`src/rtl/tdm_demux.sv`:
```
// Receive end of a serial TDM link: frames WIDTH-bit slots from a
// synced bit stream into per-channel registers with completion strobes.
module tdm_demux #(
  parameter int CHANNELS = 4,
  parameter int WIDTH    = 8
) (
  input  logic                      Clock,
  input  logic                      Resetn,
  input  logic                      din,
  input  logic                      din_valid,
  input  logic                      sync,
  output logic [CHANNELS*WIDTH-1:0] ch_data,
  output logic [CHANNELS-1:0]       ch_valid,
  output logic                      frame_done,
  output logic                      frame_err,
  output logic                      busy
);

  localparam int BW = $clog2(WIDTH);
  localparam int CW = $clog2(CHANNELS);
  localparam int SW = WIDTH - 1;

  typedef enum logic {IDLE, SHIFT} state_t;

  state_t                    state_q;
  logic [BW-1:0]             bit_cnt_q;
  logic [CW-1:0]             ch_cnt_q;
  // din completes the slot, so only the first WIDTH-1 bits are held
  logic [SW-1:0]             shreg_q;
  logic [CHANNELS*WIDTH-1:0] ch_data_q;
  logic [CHANNELS-1:0]       ch_valid_q;
  logic                      frame_done_q;
  logic                      frame_err_q;
  logic                      busy_q;

  always_ff @(posedge Clock) begin
    if (!Resetn) begin
      state_q      <= IDLE;
      bit_cnt_q    <= '0;
      ch_cnt_q     <= '0;
      shreg_q      <= '0;
      ch_data_q    <= '0;
      ch_valid_q   <= '0;
      frame_done_q <= 1'b0;
      frame_err_q  <= 1'b0;
      busy_q       <= 1'b0;
    end else begin
      ch_valid_q   <= '0;
      frame_done_q <= 1'b0;
      frame_err_q  <= 1'b0;
      if (din_valid) begin
        unique case (state_q)
          IDLE: begin
            if (sync) begin
              shreg_q   <= SW'(din);
              bit_cnt_q <= BW'(1);
              ch_cnt_q  <= '0;
              state_q   <= SHIFT;
              busy_q    <= 1'b1;
            end
          end
          SHIFT: begin
            if (sync) begin
              // resync: drop partial slot, this bit starts channel 0
              frame_err_q <= 1'b1;
              shreg_q     <= SW'(din);
              bit_cnt_q   <= BW'(1);
              ch_cnt_q    <= '0;
            end else if (bit_cnt_q == BW'(WIDTH - 1)) begin
              shreg_q   <= SW'({shreg_q, din});
              bit_cnt_q <= '0;
              for (int k = 0; k < CHANNELS; k++) begin
                if (ch_cnt_q == CW'(k)) begin
                  ch_data_q[k*WIDTH +: WIDTH] <= {shreg_q, din};
                  ch_valid_q[k]               <= 1'b1;
                end
              end
              if (ch_cnt_q == CW'(CHANNELS - 1)) begin
                frame_done_q <= 1'b1;
                ch_cnt_q     <= '0;
                state_q      <= IDLE;
                busy_q       <= 1'b0;
              end else begin
                ch_cnt_q <= ch_cnt_q + CW'(1);
              end
            end else begin
              shreg_q   <= SW'({shreg_q, din});
              bit_cnt_q <= bit_cnt_q + BW'(1);
            end
          end
          default: state_q <= IDLE;
        endcase
      end
    end
  end

  assign ch_data    = ch_data_q;
  assign ch_valid   = ch_valid_q;
  assign frame_done = frame_done_q;
  assign frame_err  = frame_err_q;
  assign busy       = busy_q;

endmodule
```
`config.mk`:
```
export PLATFORM = sky130hd
export DESIGN_NAME = tdm_demux
export DESIGN_NICKNAME = d
export VERILOG_FILES = /design/src/rtl/tdm_demux.sv
export SDC_FILE = /design/constraint.sdc
export NUM_CORES = 1
export LEC_CHECK = 0
export ABC_AREA = 0
export ABC_CLOCK_PERIOD_IN_PS = 1900
export BUFFER_PORTS_ARGS = -buffer_cell sky130_fd_sc_hd__buf_2
export CORE_MARGIN = 3
export CORE_UTILIZATION = 53
export DETAILED_ROUTE_END_ITERATION = 8
export GPL_TIMING_DRIVEN = 0
export MAX_ROUTING_LAYER = met4
export PLACE_DENSITY = 0.87
export RECOVER_POWER = 50
export SLEW_MARGIN = 10
export SYNTH_ARGS = -nofsm -noshare
export SYNTH_HDL_FRONTEND = slang
export SYNTH_SLANG_ARGS = --single-unit
```
`constraint.sdc`:
```
create_clock -name Clock -period 1.9 [get_ports Clock]
set_clock_uncertainty 0.2 [all_clocks]
set_input_delay 0.285 -clock Clock [delete_from_list [all_inputs] [get_ports Clock]]
set_output_delay 0.285 -clock Clock [all_outputs]
set_load 0.02 [all_outputs]
```
# ---- Yosys cells after proc, flatten, opt, wreduce, memory -nomap -nowiden
# Cells that the tools add are included.
dict set report totals {
  regBits 52
  wordCells 64
  inputBits 5
  out_inout_bits 39
}
dict set report op_classes {
  n_bitwise 5
  reduce_logical 10
  add_sub_neg 2
  n_mux 26
  eq_ne 9
}
# cell count
set ops {}
lappend ops {{$reduce_and A5 Y1} 5}
lappend ops {{$mux W7} 2}
lappend ops {{$pmux W7 S2} 1}
lappend ops {{$mux W1} 12}
lappend ops {{$mux W3} 3}
lappend ops {{$mux W2} 4}
lappend ops {{$pmux W3 S2} 1}
lappend ops {{$reduce_and A3 Y1} 2}
lappend ops {{$not A1 Y1} 5}
lappend ops {{$reduce_or A5 Y1} 1}
lappend ops {{$eq A2 B2 Y1 const B} 2}
lappend ops {{$ne A2 B1 Y1 const B} 2}
lappend ops {{$ne A2 B2 Y1 const B} 2}
lappend ops {{$pmux W1 S2} 2}
lappend ops {{$pmux W2 S2} 1}
lappend ops {{$add A3 B1 Y3 const B} 1}
lappend ops {{$eq A3 B3 Y1 const B} 1}
lappend ops {{$ne A3 B2 Y1 const B} 1}
lappend ops {{$add A2 B1 Y2 const B} 1}
lappend ops {{$eq A2 B1 Y1 const B} 1}
lappend ops {{$logic_not A2 Y1} 1}
lappend ops {{$reduce_and A2 Y1} 1}

# ---- Logic depth before layout (Yosys ltp)
# Gate-level depths: netlist (run 1).
dict set report logic_depth {
  word_depth 5
  mapped_depth 6
  depth_no_buf 5
}

# ---- Worst setup path after synthesis (run 1)
# OpenSTA, ideal clock, no wires.
dict set report synth_timing {
  kind {register to register}
  start {reg bit_cnt_q[0]}
  end {reg ch_data_q[0] (netlist: ch_data[0])}
  arrival_time_ns 1.342
  required_time_ns 1.628
  synth_period_minus_slack_ns 1.614
  path_stages_with_launch 7
  slack_ns 0.286
  path_buffers 1
  setup_ns 0.072
  path_cell_list {dfxtp_1 -> ha_1 -> ha_1 -> and4b_1 -> buf_4 -> nand2_4 -> mux2i_1}
}
dict set report synth_between {
  elab_chain_len 2
}
# item line_no
set synth_rtl {}
lappend synth_rtl {{start: declaration} 26} ;# logic [BW-1:0] bit_cnt_q;
lappend synth_rtl {{start signal: assignment} 88} ;# bit_cnt_q <= bit_cnt_q + BW'(1);
lappend synth_rtl {{$eq A3 B3 Y1} 69} ;# end else if (bit_cnt_q == BW'(WIDTH - 1)) begin
lappend synth_rtl {{$reduce_and A5 Y1 (no source line)} -}
lappend synth_rtl {{end signal: indexed assignment} 74} ;# ch_data_q[k*WIDTH +: WIDTH] <= {shreg_q, din};
lappend synth_rtl {{end: declaration} 30} ;# logic [CHANNELS*WIDTH-1:0] ch_data_q;
# Every way passes these cells.
# A chain may end at the register's enable or synchronous reset.

# ---- Worst setup path in the final report (run 1)
dict set report layout_timing {
  start {reg bit_cnt_q[0]}
  end {reg ch_data_q[5] (netlist: ch_data[5])}
}
# The elaborated chain is that of the path after synthesis.

==> impl_metrics.env, run 1 <==
export IMPL_hold_violations=0
export IMPL_path_cells="ha_1, ha_1, and4b_1, buf_4, nand2_4, mux2i_1"
export IMPL_synth_cell_types=25
export IMPL_tightest_slew_ps=466
export IMPL_start_util_pct=57.2
export IMPL_drt_iter0_drc=48
export IMPL_final_nets=254
export IMPL_hpwl_mm=2.95
export IMPL_grt_max_degree=16
export IMPL_yosysMostFrequentCell="dfxtp_1"
export IMPL_cts_setup_buffers=0
export IMPL_rows=21
export IMPL_yosysWarnings=0
export IMPL_drt_total_wl_mm=4.13
export IMPL_maxSlewViolCount=0
export IMPL_required_ps=1930
export IMPL_via_count=1498
export IMPL_p_leak_nw=1.11
export IMPL_cp_slowest_cell="dfxtp_1"
export IMPL_rsz0062_at_grt="no"
export IMPL_grt_pass1_vias=1443
export IMPL_synth_cells=192
export IMPL_synthArstFlopShare_pct=0
export IMPL_ir_drop_uv=674
export IMPL_diodes=0
export IMPL_clockBufferDepth=2
export IMPL_yosysSeqAreaShare_pct=51.1
export IMPL_cp_arrival_ps=1860
export IMPL_grt_usage_pct=20.8
export IMPL_clock_latency_ps=300
export IMPL_synth_nets=205
export IMPL_core_um2=3490
export IMPL_status="completed"
export IMPL_holdBufCountCts=0
export IMPL_gp_congestion=0.823
export IMPL_maxCapViolCount=0
export IMPL_total_power_w=0.00188
export IMPL_grt_antenna_before_repair=0
export IMPL_synth_edf_count=0
export IMPL_grt_pass1_wl_mm=6.78
export IMPL_drc_errors=0
export IMPL_critPathBufInv=1
export IMPL_syn_area_um2=2000
export IMPL_synth_top_area_share_pct=51.1
export IMPL_final_util_pct=66.5
export IMPL_setup_viol=0
export IMPL_io_pins=44
export IMPL_htreeDepth=2
export IMPL_path_max_fanout=8
export IMPL_holdWs_ps=91.1
export IMPL_fp_dieH_um=67.4
export IMPL_vias_per_cell=5.22
export IMPL_clkSlewWorstSetupHoldPaths_ps=80
export IMPL_grt_overflow_total=0
export IMPL_synth_common_cells="51 x dfxtp_1, 40 x nand2_1, 33 x mux2i_1"
export IMPL_root_buffer="clkbuf_8"
export IMPL_synth_area_leaders="dfxtp_1 51%, mux2i_1 17%, nand2_1 7.5%, ha_1 5.0%, nor2b_1 3.4%"
export IMPL_min_path_type="input pin to flip-flop"
export IMPL_syn_area_per_cell_um2=10.4
export IMPL_drive_above_1_share_pct=7.05
export IMPL_crit_top_cell="ha_1"
export IMPL_relSlewSlack_pct=68.9
export IMPL_clock_sinks=51
export IMPL_fin_setup_tns_ps=0
export IMPL_dieArea_um2=4540
export IMPL_end_kind="flip-flop"
export IMPL_crit_type="flip-flop to flip-flop"
export IMPL_numCtsBuffers=5
export IMPL_finalCritPeriodShare_pct=96.2
export IMPL_max_freq_mhz=547
export IMPL_area_growth_pct=16.2
export IMPL_p_per_area_nw_per_um2=808
export IMPL_ys_seq_elements=51
export IMPL_drtAntennaViolNets=0
export IMPL_io_buffer_count=42
export IMPL_cpLargestDelayFamily="adder cells"
export IMPL_wl_per_cell_um=14.4
export IMPL_die_w_um=67.4
export IMPL_layout_min_cycle_time_ps=1830
export IMPL_synthFlopType="dfxtp_1"
export IMPL_cp_start_kind="flip-flop"
export IMPL_max_stage_delay_ps=340
export IMPL_synth_top_area_cell="dfxtp_1"
export IMPL_cts_resized=0
export IMPL_cts_tree="done"
export IMPL_first_pass_iters=4
export IMPL_fillers=280
[worst min-delay path, stage by stage]
cell	delay (ps)
buf_2	100
mux2i_1	60
nor2b_1	100
[placed cells by master, fill, tap and decap left out, drive strengths merged]
cell | Yosys | layout
a21boi | 2 | 2
nand3b | 1 | 1
and2 | 1 | 1
or3b | 1 | 1
dfxtp | 51 | 51
inv | 4 | 4
o21ai | 3 | 3
bufinv | 0 | 1
and3 | 5 | 5
nand4 | 1 | 1
and4 | 1 | 1
nand2 | 44 | 44
a32o | 1 | 1
and4b | 1 | 1
and4bb | 1 | 1
nor2b | 11 | 11
mux2i | 33 | 33
clkinvlp | 0 | 1
a22oi | 9 | 9
ha | 8 | 8
nand3 | 1 | 1
nand2b | 2 | 2
clkbuf | 7 | 52
buf | 4 | 6
[layout make-up]
class                      instances  area, um2  area share [%]
buffer                            11       50.0            2.16
clock buffer                       5       68.8            2.96
tap                               46       57.6            2.48
sequential                        51       1020            44.0
multi-input combinational        126        911            39.2
inverter                           4       15.0           0.647
timing repair buffer              42        161            6.95
clock inverter                     2       37.5            1.62
[routing by layer]
layer	global-route usage [%]	up-vias	share of wire, %
met5	-	-	0
met4	6.84	0	1.1
met3	5.32	7	4.6
met2	34.5	33	51
met1	24.6	713	44
li1	-	745	-
[stage by stage]
stage | instance area (um2) | std cells | setup WS [ps]
after detailed placement | 2270 | 280 | 88.6
after CTS | 2370 | 287 | 46.0
after floorplan | 2000 | 192 | 286
final | 2320 | 287 | 71.7
after global placement | 2270 | 280 | 151
after global routing | 2320 | 287 | 8.32
[path summary, 6_finish.rpt]
| check | start | endpoint | slack, ps | depth (start not counted) |
|---|---|---|---|---|
| max | bit_cnt_q[0]$_SDFFE_PN0P_ | ch_data[5]$_SDFFE_PN0P_ | 70 | 6 |
| min | din | shreg_q[0]$_SDFFE_PN0P_ | 90 | 3 |
| max reg2reg | bit_cnt_q[0]$_SDFFE_PN0P_ | ch_data[5]$_SDFFE_PN0P_ | 70 | 6 |
| min reg2reg | ch_data[16]$_SDFFE_PN0P_ | ch_data[16]$_SDFFE_PN0P_ | 270 | 2 |
[where the power goes]
| part | internal, W | switching (W) | total (W) |
|---|---|---|---|
| Clock | 0.000385 | 0.000338 | 0.000723 |
| Sequential | 0.00107 | 0.00000602 | 0.00108 |
| Combinational | 0.0000255 | 0.0000460 | 0.0000715 |
[flip-flops by register name (all words and copies together) (netlist names)]
| register | count |
|---|---|
| bit_cnt_q | 3 |
| busy | 1 |
| ch_cnt_q | 2 |
| ch_data | 32 |
| ch_valid | 4 |
| frame_err | 1 |
| shreg_q | 7 |
| state_q | 1 |
[kinds of logic (layout without fill, tap and decap cells)]
group	count (synthesis)	count (layout)	synth area share (%)
AO/OA/AOI/OAI	15	15	5.38
adder cells (fa/ha/maj)	8	8	5.01
buffers and inverters	15	64	3.32
flip-flops	51	51	51.1
multiplexers	33	33	16.5
AND/OR/NAND/NOR	70	70	18.7
(Power assumes the default switching activity.)
==> inputs of run 2 (changes only) <==
ABC_CLOCK_PERIOD_IN_PS = 1800   (was 1900)
BUFFER_PORTS_ARGS = not set   (was -buffer_cell sky130_fd_sc_hd__buf_2)
CORE_UTILIZATION = 55   (was 53)
DONT_BUFFER_PORTS = 1   (was not set)
PLACE_DENSITY = 0.79   (was 0.87)
clock period = 1.8 ns   (was 1.9 ns; I/O delays follow)
==> run 2 against run 1 <==
Global-route usage is 0.24 points lower; via count is 7.6% lower; largest cell class unchanged; highest routed layer unchanged; design area is 3.8% lower; sequential power is 6% higher; die area is 3.3% lower; clock power is 22% lower; register-to-register slack better by 20 ps; non-clock buffer count is 38 lower; clock-buffer cell count is 1 higher; critical endpoint is now ch_data[23]$_SDFFE_PN0P_.
==> impl_metrics.env, run 2 (synthesis gave the netlist of run 1 again) <==
export IMPL_io_buffer_count=0
export IMPL_drt_total_wl_mm=4.04
export IMPL_wl_per_cell_um=16.2
export IMPL_layout_min_cycle_time_ps=1710
export IMPL_multi_input_area_um2=962
export IMPL_max_freq_mhz=584
export IMPL_numCtsBuffers=5
export IMPL_htreeDepth=2
export IMPL_rsz0062_at_grt="yes"
export IMPL_grt_overflow_total=0
export IMPL_regToRegEndpoint="ch_data[23]$_SDFFE_PN0P_"
export IMPL_core_um2=3420
export IMPL_die_w_um=66.3
export IMPL_drive_above_1_share_pct=10.8
export IMPL_diodes=0
export IMPL_placed_cells=238
export IMPL_status="completed"
export IMPL_hold_depth=3
export IMPL_ir_drop_uv=571
export IMPL_cts_tree="done"
export IMPL_p_leak_nw=1.00
export IMPL_fp_dieH_um=66.3
export IMPL_pwr_share_comb_pct=4.1
export IMPL_root_buffer="clkbuf_4"
export IMPL_via_count=1384
export IMPL_power_share_clock_pct=31.7
export IMPL_p_seq_share_pct=64.2
export IMPL_area_growth_pct=11.8
export IMPL_dieArea_um2=4390
export IMPL_hold_violations=0
export IMPL_min_to="shreg_q[0]$_SDFFE_PN0P_"
export IMPL_swShare_pct=23.8
export IMPL_largest_register_ff_count=32
export IMPL_worst_slack_ps=87.0
export IMPL_grt_antenna_before_repair=0
export IMPL_cp_arrival_ps=1820
export IMPL_rows=21
export IMPL_clkSlewWorstSetupHoldPaths_ps=140
export IMPL_postLayoutCellArea_um2=2230
export IMPL_grt_max_degree=17
export IMPL_end_kind="flip-flop"
export IMPL_first_pass_iters=4
export IMPL_drt_iter0_drc=67
export IMPL_internal_power_w=0.00136
export IMPL_crit_type="flip-flop to flip-flop"
export IMPL_routed_top_layer="met4"
export IMPL_grt_pass1_vias=1402
export IMPL_vias_per_cell=5.54
export IMPL_met2WireLength_mm=2.13
export IMPL_grt_pass1_wl_mm=6.69
export IMPL_drc_errors=0
export IMPL_maxCapViolCount=0
export IMPL_timing_reg2reg_setup_slack_ps=90
export IMPL_tightest_slew_ps=482
export IMPL_path_max_fanout=8
export IMPL_r2r_start="bit_cnt_q[0]$_SDFFE_PN0P_"
export IMPL_place_ws_ps=9.20
export IMPL_start_util_pct=58.5
export IMPL_instances_no_fill=250
export IMPL_route_layer_met1_wl_mm=1.62
export IMPL_layout_cells_most_common="dfxtp_1"
export IMPL_total_power_w=0.00178
export IMPL_maxSlewViolCount=0
export IMPL_wl_met3_um=231
export IMPL_drtAntennaViolNets=0
export IMPL_switchingPower_w=0.000425
export IMPL_seq_area_um2=1020
export IMPL_clock_latency_ps=380
export IMPL_final_cell_mix="48 x dfxtp_1, 40 x nand2_1, 32 x mux2i_1"
export IMPL_cp_start_kind="flip-flop"
export IMPL_reg2reg_depth=6
export IMPL_clock_sinks=51
export IMPL_cts_setup_buffers=0
export IMPL_p_per_area_nw_per_um2=799
export IMPL_hpwl_mm=2.92
export IMPL_placedInstanceArea_um2=2060
export IMPL_io_pins=44
export IMPL_setup_viol=0
export IMPL_relSlewSlack_pct=67.8
export IMPL_fillers=270
export IMPL_finalCritPeriodShare_pct=95.2
export IMPL_hp_start="din_valid"
export IMPL_gp_congestion=0.766
export IMPL_final_util_pct=65.4
export IMPL_required_ps=1910
export IMPL_clockBufferDepth=2
export IMPL_min_path_type="input pin to flip-flop"
export IMPL_final_nets=216
export IMPL_grt_usage_pct=20.6
[run 2: worst max-delay path by stage]
stage,start,to,slack [ps],depth (start not counted)
4_1_cts,bit_cnt_q[0]$_SDFFE_PN0P_,ch_data[4]$_SDFFE_PN0P_,-7,6
3_3_place_gp,bit_cnt_q[0]$_SDFFE_PN0P_,ch_data[4]$_SDFFE_PN0P_,70,6
2_1_floorplan,bit_cnt_q[0]$_SDFFE_PN0P_,ch_data[0]$_SDFFE_PN0P_,190,6
6_report,bit_cnt_q[0]$_SDFFE_PN0P_,ch_data[23]$_SDFFE_PN0P_,90,6
3_5_place_dp,bit_cnt_q[0]$_SDFFE_PN0P_,ch_data[4]$_SDFFE_PN0P_,9,6
5_1_grt,state_q$_SDFFE_PN0P_,bit_cnt_q[0]$_SDFFE_PN0P_,-20,6
[run 2: area by class of cell]
cell class                      instances  area share [%]
Clock buffer                            6            2.30
Clock inverter                          2           0.728
Multi-Input combinational cell        126            43.1
Inverter                                4           0.672
Sequential cell                        51            45.9
Buffer                                 11            3.02
Timing Repair Buffer                    4            1.79
Tap cell                               46            2.58
[run 2: metal layers]
layer / vias up / track usage [%]
met5: - / -
met1: 673 / 24.2
met4: 0 / 6.09
met3: 9 / 5.95
li1: 670 / -
met2: 32 / 34.1
[run 2: per-stage QoR]
step	hold slack [ps]	TNS [ps]
final	8.65	0
after floorplan	236	0
after detailed placement	253	0
after global placement	244	0
after CTS	5.17	-15.6
after global routing	32.5	-17.2
[run 2: timing repair]
item	CTS	global route
gates cloned	0	0
hold buffers	4	0
pin swaps	0	0
resized for setup	0	16
endpoints found under the hold margin	8	0
setup endpoints to repair	4	43
[run 2: worst max-delay path: stages, from the launching register on]
cell and delay, ps:
dfxtp_2 350, ha_1 220, ha_4 180, and4b_1 200
buf_12 160, nand2_8 120, mux2i_1 210
[run 2: power groups by stage]
stage / Combinational [W] / Sequential [W] / Clock, W
after floorplan: 0.0000492 / 0.00117 / 0
after global placement: 0.0000601 / 0.00117 / 0
after detailed placement: 0.0000639 / 0.00117 / 0
after CTS: 0.0000715 / 0.00115 / 0.000568
after global routing: 0.0000832 / 0.00115 / 0.000608
final: 0.0000731 / 0.00115 / 0.000565
==> inputs of run 3 (changes only) <==
ABC_AREA = 1   (was 0)
==> run 3 against run 2 <==
Sequential cell count did not move; synthesized cell count rose by 82%; design area rose by 23%; global-route usage rose by 0.74 points; first-iteration DRC count rose by 57%; largest cell class unchanged; highest routed layer unchanged.
==> impl_metrics.env, run 3 <==
export IMPL_cp_arrival_ps=1680
export IMPL_maxSlewViolCount=0
export IMPL_synthMuxAreaShare_pct=0
export IMPL_grt_overflow_total=0
export IMPL_synthAdderAreaFrac_pct=4.02
export IMPL_drt_iter0_drc=105
export IMPL_drc_errors=0
export IMPL_final_cell_mix="92 x nand2_1, 79 x inv_1, 50 x dfxtp_1"
export IMPL_synth_top_area_cell="dfxtp_1"
export IMPL_hpwl_mm=3.53
export IMPL_wl_per_cell_um=12.1
export IMPL_synth_top_area_share_pct=41.0
export IMPL_vias_per_cell=4.72
export IMPL_yosysWarnings=0
export IMPL_synth_compound_area_share_pct=2.82
export IMPL_p_seq_share_pct=51.7
export IMPL_layout_cells_most_common="nand2_1"
export IMPL_layout_min_cycle_time_ps=1660
export IMPL_grt_pass1_vias=1884
export IMPL_yosys_area_share_simple_pct=34.0
export IMPL_synthFlopType="dfxtp_1"
export IMPL_swShare_pct=21.3
export IMPL_dieArea_um2=5370
export IMPL_first_pass_iters=4
export IMPL_io_pins=44
export IMPL_synth_top_family_by_area="simple AND/OR/NAND/NOR gates"
export IMPL_synth_edf_count=0
export IMPL_yosysMostFrequentCell="nand2_1"
export IMPL_relSlewSlack_pct=61.5
export IMPL_crit_type="flip-flop to flip-flop"
export IMPL_grt_usage_pct=21.3
export IMPL_finalCritPeriodShare_pct=92.3
export IMPL_min_path_type="input pin to flip-flop"
export IMPL_gp_congestion=0.835
export IMPL_ir_drop_uv=435
export IMPL_drtAntennaViolNets=0
export IMPL_reg2reg_depth=8
export IMPL_syn_area_per_cell_um2=7.11
export IMPL_clkSlewWorstSetupHoldPaths_ps=90
export IMPL_switchingPower_w=0.000474
export IMPL_synth_nets=363
export IMPL_hold_violations=0
export IMPL_p_leak_nw=1.23
export IMPL_rows=23
export IMPL_fillers=363
export IMPL_clock_sinks=51
export IMPL_largest_register_ff_count=32
export IMPL_synthArstFlopShare_pct=0
export IMPL_start_util_pct=59.6
export IMPL_final_util_pct=65.8
export IMPL_via_count=1955
export IMPL_synth_cells=350
export IMPL_regToRegEndpoint="ch_data[8]$_SDFFE_PN0P_"
export IMPL_fin_setup_tns_ps=0
export IMPL_end_kind="flip-flop"
export IMPL_clockBufferDepth=2
export IMPL_timing_reg2reg_setup_slack_ps=140
export IMPL_drive_above_1_share_pct=12.4
export IMPL_synth_area_leaders="dfxtp_1 41%, nand2_1 14%, inv_1 12%, nand3_1 7.0%, nor2_1 5.0%"
export IMPL_critPathLaunch="bit_cnt_q[0]$_SDFFE_PN0P_"
export IMPL_rsz0062_at_grt="no"
export IMPL_synth_xor_area_share_pct=0
export IMPL_numCtsBuffers=5
export IMPL_die_w_um=73.3
export IMPL_r2r_start="bit_cnt_q[0]$_SDFFE_PN0P_"
export IMPL_htreeDepth=2
export IMPL_maxCapViolCount=0
export IMPL_path_max_fanout=10
export IMPL_synth_cell_types=22
export IMPL_syn_area_um2=2490
export IMPL_ys_seq_elements=51
export IMPL_drt_total_wl_mm=4.99
export IMPL_root_buffer="clkbuf_8"
export IMPL_clock_latency_ps=310
export IMPL_required_ps=1820
export IMPL_core_um2=4170
export IMPL_final_nets=376
export IMPL_io_buffer_count=0
export IMPL_diodes=0
export IMPL_cts_tree="done"
export IMPL_tightest_slew_ps=578
export IMPL_pwr_share_comb_pct=6.5
export IMPL_cp_start_kind="flip-flop"
export IMPL_yosysSeqAreaShare_pct=41.0
export IMPL_area_growth_pct=10.5
export IMPL_grt_max_degree=16
export IMPL_internal_power_w=0.00175
export IMPL_power_share_clock_pct=41.8
export IMPL_p_per_area_nw_per_um2=809
export IMPL_status="completed"
export IMPL_max_freq_mhz=602
export IMPL_setup_worst_path_end="ch_data[8]$_SDFFE_PN0P_"
export IMPL_fp_dieH_um=73.3
export IMPL_grt_pass1_wl_mm=8.51
export IMPL_grt_antenna_before_repair=0
export IMPL_synth_common_cells="92 x nand2_1, 79 x inv_1, 51 x dfxtp_1"
export IMPL_setup_viol=0
==> run 3: cell types whose count changed in the layout (fill, tap and decap cells not counted), moves of 11 or more <==
cell	delta
nand2_1	+52
nor2_1	+33
a21oi_1	+12
mux2i_1	-32
nor2b_1	-11
nand3_1	+34
inv_1	+75
==> run 3: area by class of cell <==
cell class	instances	area (um2)	area share, %
inverter	82	310	11.3
sequential	51	1020	37.2
buffer	14	140	5.10
tap	50	62.6	2.28
timing repair buffer	6	57.6	2.09
clock buffer	6	72.6	2.64
multi-input combinational	203	1020	37.2
clock inverter	2	60.1	2.19
==> run 3: cells by family (layout without fill, tap and decap cells) <==
logic type	after synthesis	after routing
fa+ha+maj	8	8
simple gates	181	181
buf+inv	96	110
compound gates	14	14
flops	51	51
==> run 3: power groups by stage <==
stage / logic, W / registers (W) / clock network, W
after floorplan: 0.000107 / 0.00117 / 0
after global placement: 0.000129 / 0.00118 / 0
after detailed placement: 0.000131 / 0.00118 / 0
after CTS: 0.000142 / 0.00115 / 0.000944
after global routing: 0.000162 / 0.00115 / 0.000989
final: 0.000144 / 0.00115 / 0.000928
==> run 3: worst min path at each step <==
stage | from | end | slack, ps | cells after the start
2_1_floorplan | din_valid | frame_err$_SDFF_PN0_ | 220 | 2
3_3_place_gp | din_valid | frame_err$_SDFF_PN0_ | 230 | 2
3_5_place_dp | din_valid | frame_err$_SDFF_PN0_ | 240 | 2
4_1_cts | Resetn | ch_data[15]$_SDFFE_PN0P_ | 10 | 3
5_1_grt | Resetn | ch_data[7]$_SDFFE_PN0P_ | 10 | 3
6_report | Resetn | ch_data[15]$_SDFFE_PN0P_ | 20 | 3
==> run 3: per-stage QoR <==
stage          setup WS (ps)  cell area (um2)  power [W]  hold WS [ps]  instances
2_1_floorplan            271             2490    0.00128           219        350
3_3_place_gp            97.8             2550    0.00130           230        400
3_5_place_dp            83.3             2550    0.00131           238        400
4_1_cts                 48.9             2730    0.00224          14.4        413
5_1_grt                 13.4             2750    0.00230          14.9        414
6_report                 139             2750    0.00222          20.1        414
==> run 3: critical path, cell delays in order (launching register included) <==
cell and delay, ps:
dfxtp_1 350, ha_1 160, ha_2 210, nand2_2 110
nor2_4 170, buf_6 160, nand3_1 70, nand2_1 90
nor2_2 40
==> run 3: metal layers <==
metal	share of wire, %	GRT usage (%)	up-vias	wire [um]
li1	-	-	1043	-
met1	44	24.7	858	2180
met2	48	35.3	45	2390
met3	6.7	6.29	9	333
met4	1.7	6.97	0	87
met5	0	-	-	0
==> run 3: timing repair <==
item | CTS | global route
hold buffers | 5 | 0
endpoints found under the hold margin | 9 | 0
gates resized for setup | 0 | 4
setup endpoints to repair | 0 | 32
buffers inserted | 0 | 1
